**src/rtl/timing_gen.sv**
```systemverilog
// Two-phase clock enable and machine-cycle phase generator for the MCS-4 core.
// Provides hold/acknowledge, slave re-alignment to an external SYNC and a TEST synchroniser.
module timing_gen #(
  parameter int CLK_DIV     = 2,
  parameter int NUM_PHASES  = 8,
  parameter int SYNC_STAGES = 2,
  parameter int CNT_W       = 16
) (
  input  logic                  sysclk,
  input  logic                  poc,
  input  logic                  hold_req,
  output logic                  hold_ack,
  input  logic                  slave_mode,
  input  logic                  ext_sync,
  input  logic                  test_pad,
  output logic                  test_n,
  output logic                  clk1,
  output logic                  clk2,
  output logic [NUM_PHASES-1:0] phase,
  output logic                  sync,
  output logic                  resync_err,
  output logic [CNT_W-1:0]      cyc_cnt
);

  localparam int Q_W = $clog2(4 * CLK_DIV);

  localparam logic [Q_W-1:0] Q_ZERO   = Q_W'(0);
  localparam logic [Q_W-1:0] Q_ONE    = Q_W'(1);
  localparam logic [Q_W-1:0] Q_LAST   = Q_W'(4 * CLK_DIV - 1);
  localparam logic [Q_W-1:0] Q_ADV    = Q_W'(3 * CLK_DIV - 1);
  localparam logic [Q_W-1:0] Q_C1_END = Q_W'(CLK_DIV);
  localparam logic [Q_W-1:0] Q_C2_LO  = Q_W'(2 * CLK_DIV);
  localparam logic [Q_W-1:0] Q_C2_HI  = Q_W'(3 * CLK_DIV);

  localparam logic [NUM_PHASES-1:0] PH_FIRST = NUM_PHASES'(1);

  typedef enum logic [1:0] {
    ST_IDLE = 2'd0,
    ST_RUN  = 2'd1,
    ST_HOLD = 2'd2
  } state_t;

  state_t                  state_r, state_s;
  logic [Q_W-1:0]          q_r, q_s;
  logic [NUM_PHASES-1:0]   phase_r, phase_s;
  logic [CNT_W-1:0]        cnt_r, cnt_s;
  logic                    clk1_r, clk1_s;
  logic                    clk2_r, clk2_s;
  logic                    hold_ack_r, hold_ack_s;
  logic                    resync_err_r, resync_err_s;
  logic [SYNC_STAGES-1:0]  test_sync_r;
  logic                    boundary_s;

  assign boundary_s = (q_r == Q_LAST) && phase_r[0];

  // Next-state, ring advance, hold handshake and clock-enable decode
  always_comb begin
    state_s      = state_r;
    q_s          = q_r;
    phase_s      = phase_r;
    cnt_s        = cnt_r;
    hold_ack_s   = 1'b0;
    resync_err_s = 1'b0;

    case (state_r)
      ST_IDLE: begin
        state_s = ST_RUN;
        q_s     = Q_ZERO;
      end

      ST_RUN: begin
        if (boundary_s && hold_req) begin
          state_s    = ST_HOLD;
          q_s        = Q_ZERO;
          hold_ack_s = 1'b1;
        end else begin
          if (q_r == Q_LAST) begin
            q_s = Q_ZERO;
          end else begin
            q_s = q_r + Q_ONE;
          end

          // Advance happens as clk2 falls; slave mode may snap to A1 or stall at the last slot
          if (q_r == Q_ADV) begin
            if (slave_mode && ext_sync) begin
              phase_s      = PH_FIRST;
              cnt_s        = cnt_r + CNT_W'(1);
              resync_err_s = ~phase_r[NUM_PHASES-1];
            end else if (slave_mode && phase_r[NUM_PHASES-1]) begin
              phase_s = phase_r;
            end else begin
              phase_s = {phase_r[NUM_PHASES-2:0], phase_r[NUM_PHASES-1]};
              if (phase_r[NUM_PHASES-1]) begin
                cnt_s = cnt_r + CNT_W'(1);
              end else begin
                cnt_s = cnt_r;
              end
            end
          end else begin
            phase_s = phase_r;
          end
        end
      end

      ST_HOLD: begin
        if (hold_req) begin
          hold_ack_s = 1'b1;
        end else begin
          state_s = ST_RUN;
        end
      end

      default: begin
        state_s = ST_IDLE;
        q_s     = Q_ZERO;
        phase_s = PH_FIRST;
      end
    endcase

    clk1_s = (state_s == ST_RUN) && (q_s < Q_C1_END);
    clk2_s = (state_s == ST_RUN) && (q_s >= Q_C2_LO) && (q_s < Q_C2_HI);
  end

  // State register; every output is a flop so poc clears them without waiting for an edge
  always_ff @(posedge sysclk or posedge poc) begin
    if (poc) begin
      state_r      <= ST_IDLE;
      q_r          <= Q_ZERO;
      phase_r      <= PH_FIRST;
      cnt_r        <= '0;
      clk1_r       <= 1'b0;
      clk2_r       <= 1'b0;
      hold_ack_r   <= 1'b0;
      resync_err_r <= 1'b0;
    end else begin
      state_r      <= state_s;
      q_r          <= q_s;
      phase_r      <= phase_s;
      cnt_r        <= cnt_s;
      clk1_r       <= clk1_s;
      clk2_r       <= clk2_s;
      hold_ack_r   <= hold_ack_s;
      resync_err_r <= resync_err_s;
    end
  end

  // TEST pin synchroniser chain
  always_ff @(posedge sysclk or posedge poc) begin
    if (poc) begin
      test_sync_r <= '0;
    end else begin
      test_sync_r <= {test_sync_r[SYNC_STAGES-2:0], test_pad};
    end
  end

  assign clk1       = clk1_r;
  assign clk2       = clk2_r;
  assign phase      = phase_r;
  assign sync       = phase_r[NUM_PHASES-1];
  assign cyc_cnt    = cnt_r;
  assign hold_ack   = hold_ack_r;
  assign resync_err = resync_err_r;
  assign test_n     = ~test_sync_r[SYNC_STAGES-1];

endmodule

```
**config.mk**
```make
export PLATFORM = sky130hd
export DESIGN_NAME = timing_gen
export DESIGN_NICKNAME = d
export VERILOG_FILES = /design/src/rtl/timing_gen.sv
export SDC_FILE = /design/constraint.sdc
export NUM_CORES = 1
export LEC_CHECK = 0
export CORE_ASPECT_RATIO = 1.75
export CORE_MARGIN = 2
export CORE_UTILIZATION = 50
export CTS_CLUSTER_DIAMETER = 50
export DETAILED_ROUTE_END_ITERATION = 7
export GPL_TIMING_DRIVEN = 0
export PLACE_DENSITY = 0.8
export SLEW_MARGIN = 20
export SYNTH_ARGS = -nofsm -noshare
export SYNTH_HDL_FRONTEND = slang
export SYNTH_SLANG_ARGS = --single-unit
```
**constraint.sdc**
```tcl
create_clock -name sysclk -period 2.08 [get_ports sysclk]
set_clock_uncertainty 0.1 [all_clocks]
set_input_delay 0.416 -clock sysclk [delete_from_list [all_inputs] [get_ports sysclk]]
set_output_delay 0.416 -clock sysclk [all_outputs]
set_load 0.005 [all_outputs]
```
Yosys cells after proc, flatten, opt, wreduce, memory -nomap -nowiden
Index checks and enable logic that the tools add are counted.
W data, S select, Z words.
{ "op_classes": {"n_mux": 21, "n_eq_ne": 9, "add_sub_neg": 2, "bitwise_logic": 4, "order_cmp": 3, "n_reduce_logical": 12} }
{ "op_table": {"columns": ["operator", "count"], "rows": [
  ["$mux W16", 3],
  ["$mux W8", 4],
  ["$add A16 B1 Y16 const B", 1],
  ["$pmux W8 S2", 1],
  ["$logic_and A1 B1 Y1", 7],
  ["$eq A3 B3 Y1 const B", 2],
  ["$mux W1", 6],
  ["$mux W3", 2],
  ["$ne A2 B2 Y1 const B", 3],
  ["$pmux W2 S3", 1],
  ["$pmux W3 S2", 1],
  ["$reduce_and A5 Y1", 1],
  ["$eq A2 B1 Y1 const B", 2],
  ["$mux W2", 2],
  ["$not A1 Y1", 4],
  ["$reduce_and A4 Y1", 1],
  ["$add A3 B1 Y3 const B", 1],
  ["$ge A3 B3 Y1 const B", 1],
  ["$lt A3 B2 Y1 const B", 1],
  ["$lt A3 B3 Y1 const B", 1],
  ["$ne A3 B3 Y1 const B", 1],
  ["$eq A2 B2 Y1 const B", 1],
  ["$logic_not A2 Y1", 1],
  ["$pmux W1 S2", 1],
  ["other kinds (2)", 2]
]} }
{ "word_totals": {"register_bits": 35, "elab_cells": 60, "inputBits": 6} }

Depth between registers and ports, before layout
{ "logic_depth": {"ltp_word": 8, "depth_mapped": 7} }

Least setup slack after synthesis
OpenSTA, ideal clock, no wires.
{ "synth_timing": {"kind": "reg2reg", "from": "register q_r[0]", "to": "register cnt_r[13], in the netlist cyc_cnt[13]", "path_buffers": 0, "synth_period_minus_slack_ns": 1.910, "slack_ns": 0.170, "stages_incl_launch_ff": 7, "arrival_ns": 1.686, "t_required_ns": 1.856, "path_cell_list": "dfrtp_1 ha_1 ha_1 and3_1 nor4_4 nand4_1 xnor2_1"} }
{ "synth_between": {"elab_chain_cells": 5} }
{ "synth_rtl": {"columns": ["element", "line_no", "rtl"], "rows": [
  ["from (decl)", "44", "logic [Q_W-1:0] q_r, q_s;"],
  ["from (signal assigned)", "137", "q_r <= q_s;"],
  ["$eq A3 B3 Y1", "54", "assign boundary_s = (q_r == Q_LAST) && phase_r[0];"],
  ["$logic_and A1 B1 Y1", "54", null],
  ["$logic_and A1 B1 Y1", "72", "if (boundary_s && hold_req) begin"],
  ["$not A1 Y1 (no source line)", null, null],
  ["$reduce_and A5 Y1 (no source line) *", null, null],
  ["to (signal assigned)", "139", "cnt_r <= cnt_s;"],
  ["to (decl)", "46", "logic [CNT_W-1:0] cnt_r, cnt_s;"]
]} }
Mark *: on every way between the ends. The rest lies on a longest branch, timed or not.
A chain may end at the register's enable or synchronous reset.

Worst setup path after layout
{ "layout_timing": {"from": "register q_r[0]", "to": "register cnt_r[1], in the netlist cyc_cnt[1]"} }
Same word-level chain as after synthesis.

==> summary.txt <==
Critical path
  – Critical Path Slowest Stage Cell: dfrtp_1
  – CP max FO: 5
  – Startpoint Class: flop
  – Crit path top cell by count: ha_1
  – Top Family by Delay on Critical Path: simple AND/OR/NAND/NOR gates
  – Worst Path Required: 2.14 ns
  – Cells along the critical path: ha_1 -> ha_1 -> and3_1 -> nor3_2 -> mux2_1
  – WP buf/inv: 0
  – Crit-path max cell delay: 0.42 ns
  – Critical path class: reg2reg
  – Crit path DAT: 2.13 ns
  – CP Capture Type: flop

Global routing
  – Total Routing Usage GR: 20.6%
  – Pin count of the biggest net entering global routing: 36
  – Vias in the first global route: 1213
  – Antenna violations before repair: 0
  – First-pass GRT wire length: 5.53 mm
  – Total congestion overflow: 0

Die
  – Placeable Area: 3140 µm²
  – IO Count: 36
  – Initial Util: 52.4%
  – Num rows: 27
  – Die Wd: 47.4 µm
  – DIE AREA: 3790 µm²
  – Die Span Y: 79.9 µm

Clock tree
  – CTS Buffer Depth: 2
  – TritonCTS clock tree: done
  – CTS clk-pin slew, worst paths: 0.08 ns
  – Worst skew pair latency: 0.29 ns
  – # hold bufs at CTS: 0
  – CTS Buf Count: 5
  – CTS Root Buffer Type: clkbuf_8
  – Htree depth: 2
  – CTS sink count: 35

STA
  – Final hold vios: 0
  – Worst-Margin Slew: 0.712 ns
  – RSZ-0062 raised after global routing: true
  – Slew Viols, Final: 0
  – Final Cycle Share: 99.5%
  – Slew headroom: 52.4%
  – Min Tclk post-route: 2.07 ns
  – Finish-stage setup viols: 0
  – Fmax: 483 MHz

Synthesis
  – Syn Inst Count: 141
  – Synth warn: 0
  – Post-Syn Area: 1650 µm²
  – Post-synthesis sequential area ratio: 53.3%
  – Seq cells post-synth: 35
  – Synthesized Nets: 155
  – Netlist cell types: 36
  – EDFF count, synth: 0
  – Post-synth ARST share: 100%
  – Avg Inst Size Synth: 11.7 µm²
  – Synth Flop Type: dfrtp_1

Pwr
  – Leak: 1.02 nW
  – VDD IR max: 0.681 mV
  – Pwr Density: 878 nW/µm²

Finish
  – Share of cells above drive strength 1: 12.9%
  – Finished Layout Cells: 229
  – Nets: 199
  – Fin util: 71.3%
  – Synth-to-Final Area Change: 36.0%
  – Antenna fix cells: 0

Route
  – Post-route ant nets: 0
  – DR iter-0 viols: 34
  – WL final: 3.53 mm
  – TritonRoute pass-1 iters: 4
  – Vias per cell: 5.43
  – Wire length per cell: 15.4 µm
  – Number of remaining DRC errors: 0
  – Vias post-DR: 1244

Run
  – Max-Cap Viols: 0

Place
  – Buffers on Ports: 35
  – Gp weighted congestion: 0.803
  – Placed insts: 219
  – Detailed Place HPWL: 2.54 mm

Status
  – Status: completed

Worst hold path
  – Hold Path Class: reg2reg
## path summary, 6_finish.rpt
kind | cells after the start | startpoint | slack, ns | endpoint
min in group asynchronous | 2 | poc | 0.46 | test_sync_r[1]
max in group asynchronous | 2 | poc | 0.96 | cyc_cnt[1]
min | 0 | test_sync_r[0] | 0.26 | test_sync_r[1]
max | 5 | q_r[0] | 0.01 | cyc_cnt[1]
max reg2reg | 5 | q_r[0] | 0.01 | cyc_cnt[1]
min reg2reg | 0 | test_sync_r[0] | 0.26 | test_sync_r[1]
## registers in the layout, summed over array words and instances (netlist names)
name	flops
cyc_cnt	16
phase	8
q_r	3
state_r	2
test_sync_r	2
clk1	1
clk2	1
hold_ack	1
resync_err	1
## routing by layer
layer / wire (µm) / GRT usage (%) / vias to the layer above
met5: 0 / 0 / -
met1: 1320 / 22.0 / 617
met4: 57 / 8.89 / 0
met3: 119 / 4.52 / 5
met2: 2040 / 36.1 / 34
li1: - / - / 588
## Yosys cell counts (3+ instances only)
| master | n | area, µm² |
|---|---|---|
| inv_1 | 9 | 33.8 |
| a22o_1 | 7 | 61.3 |
| nand4_1 | 5 | 31.3 |
| nand3_1 | 5 | 25.0 |
| xor2_1 | 7 | 61.3 |
| ha_1 | 8 | 100 |
| nor2_1 | 3 | 11.3 |
| nand2_1 | 13 | 48.8 |
| nor3_1 | 5 | 25.0 |
| and4_1 | 3 | 26.3 |
| xnor2_1 | 8 | 70.1 |
| and3_1 | 5 | 31.3 |
| dfrtp_1 | 34 | 851 |
## per-stage QoR
| step | TNS, ns | cell area, µm² | hold WS, ns | setup slack [ns] | power, mW |
|---|---|---|---|---|---|
| after floorplan | 0 | 1650 | 0.231 | 0.170 | 1.02 |
| after global routing | -0.449 | 2240 | 0.264 | -0.0613 | 2.06 |
| final | 0 | 2240 | 0.256 | 0.0101 | 1.97 |
| after detailed placement | -0.445 | 2050 | 0.241 | -0.124 | 1.15 |
| after CTS | 0 | 2190 | 0.259 | 0.0150 | 1.90 |
| after global placement | -0.142 | 2050 | 0.235 | -0.0650 | 1.13 |
## where the power goes
| part | internal (mW) | switching (mW) |
|---|---|---|
| Clock | 0.478 | 0.253 |
| Sequential | 0.732 | 0.0496 |
| Combinational | 0.210 | 0.244 |
## kinds of logic after synthesis
| kind of cell | share of synthesized area (%) |
|---|---|
| AND/OR/NAND/NOR | 18.6 |
| buffers and inverters | 3.12 |
| AO/OA/AOI/OAI | 9.65 |
| multiplexers | 1.29 |
| XOR/XNOR | 7.98 |
| flip-flops | 53.3 |
| adder cells (fa/ha/maj) | 6.08 |
## timing repair
item / in CTS / in global routing
endpoints found under the hold margin: 0 / 0
pin swaps: 1 / 3
gates cloned: 0 / 0
gates resized for setup: 1 / 6
buffers inserted: 0 / 2
endpoints found under the setup margin: 5 / 14
## cells in the final DEF, fill, tap and decap left out, types with 2 or more instances in the layout
cell type / instances
ha_1: 8
and3_1: 5
nor2b_1: 2
nand4_1: 5
inv_1: 8
nor2_1: 3
a22oi_1: 2
nor3_1: 5
dfrtp_1: 34
xor2_1: 7
nor4_4: 2
bufinv_16: 2
nand2_1: 12
buf_2: 2
nand3_1: 5
xnor2_1: 8
and4_1: 3
clkbuf_8: 5
clkdlybuf4s50_1: 35
a22o_1: 7
buf_4: 3
## cell type report
| type | count | area, µm² |
|---|---|---|
| flip-flops and latches | 35 | 877 |
| fillers | 238 | 902 |
| plain buffers | 3 | 17.5 |
| multi-input cells | 94 | 756 |
| clock buffers | 5 | 68.8 |
| repair buffers | 37 | 365 |
| clock inverters | 3 | 67.6 |
| well taps | 43 | 53.8 |
| inverters | 9 | 33.8 |
(Power assumes the default switching activity.)
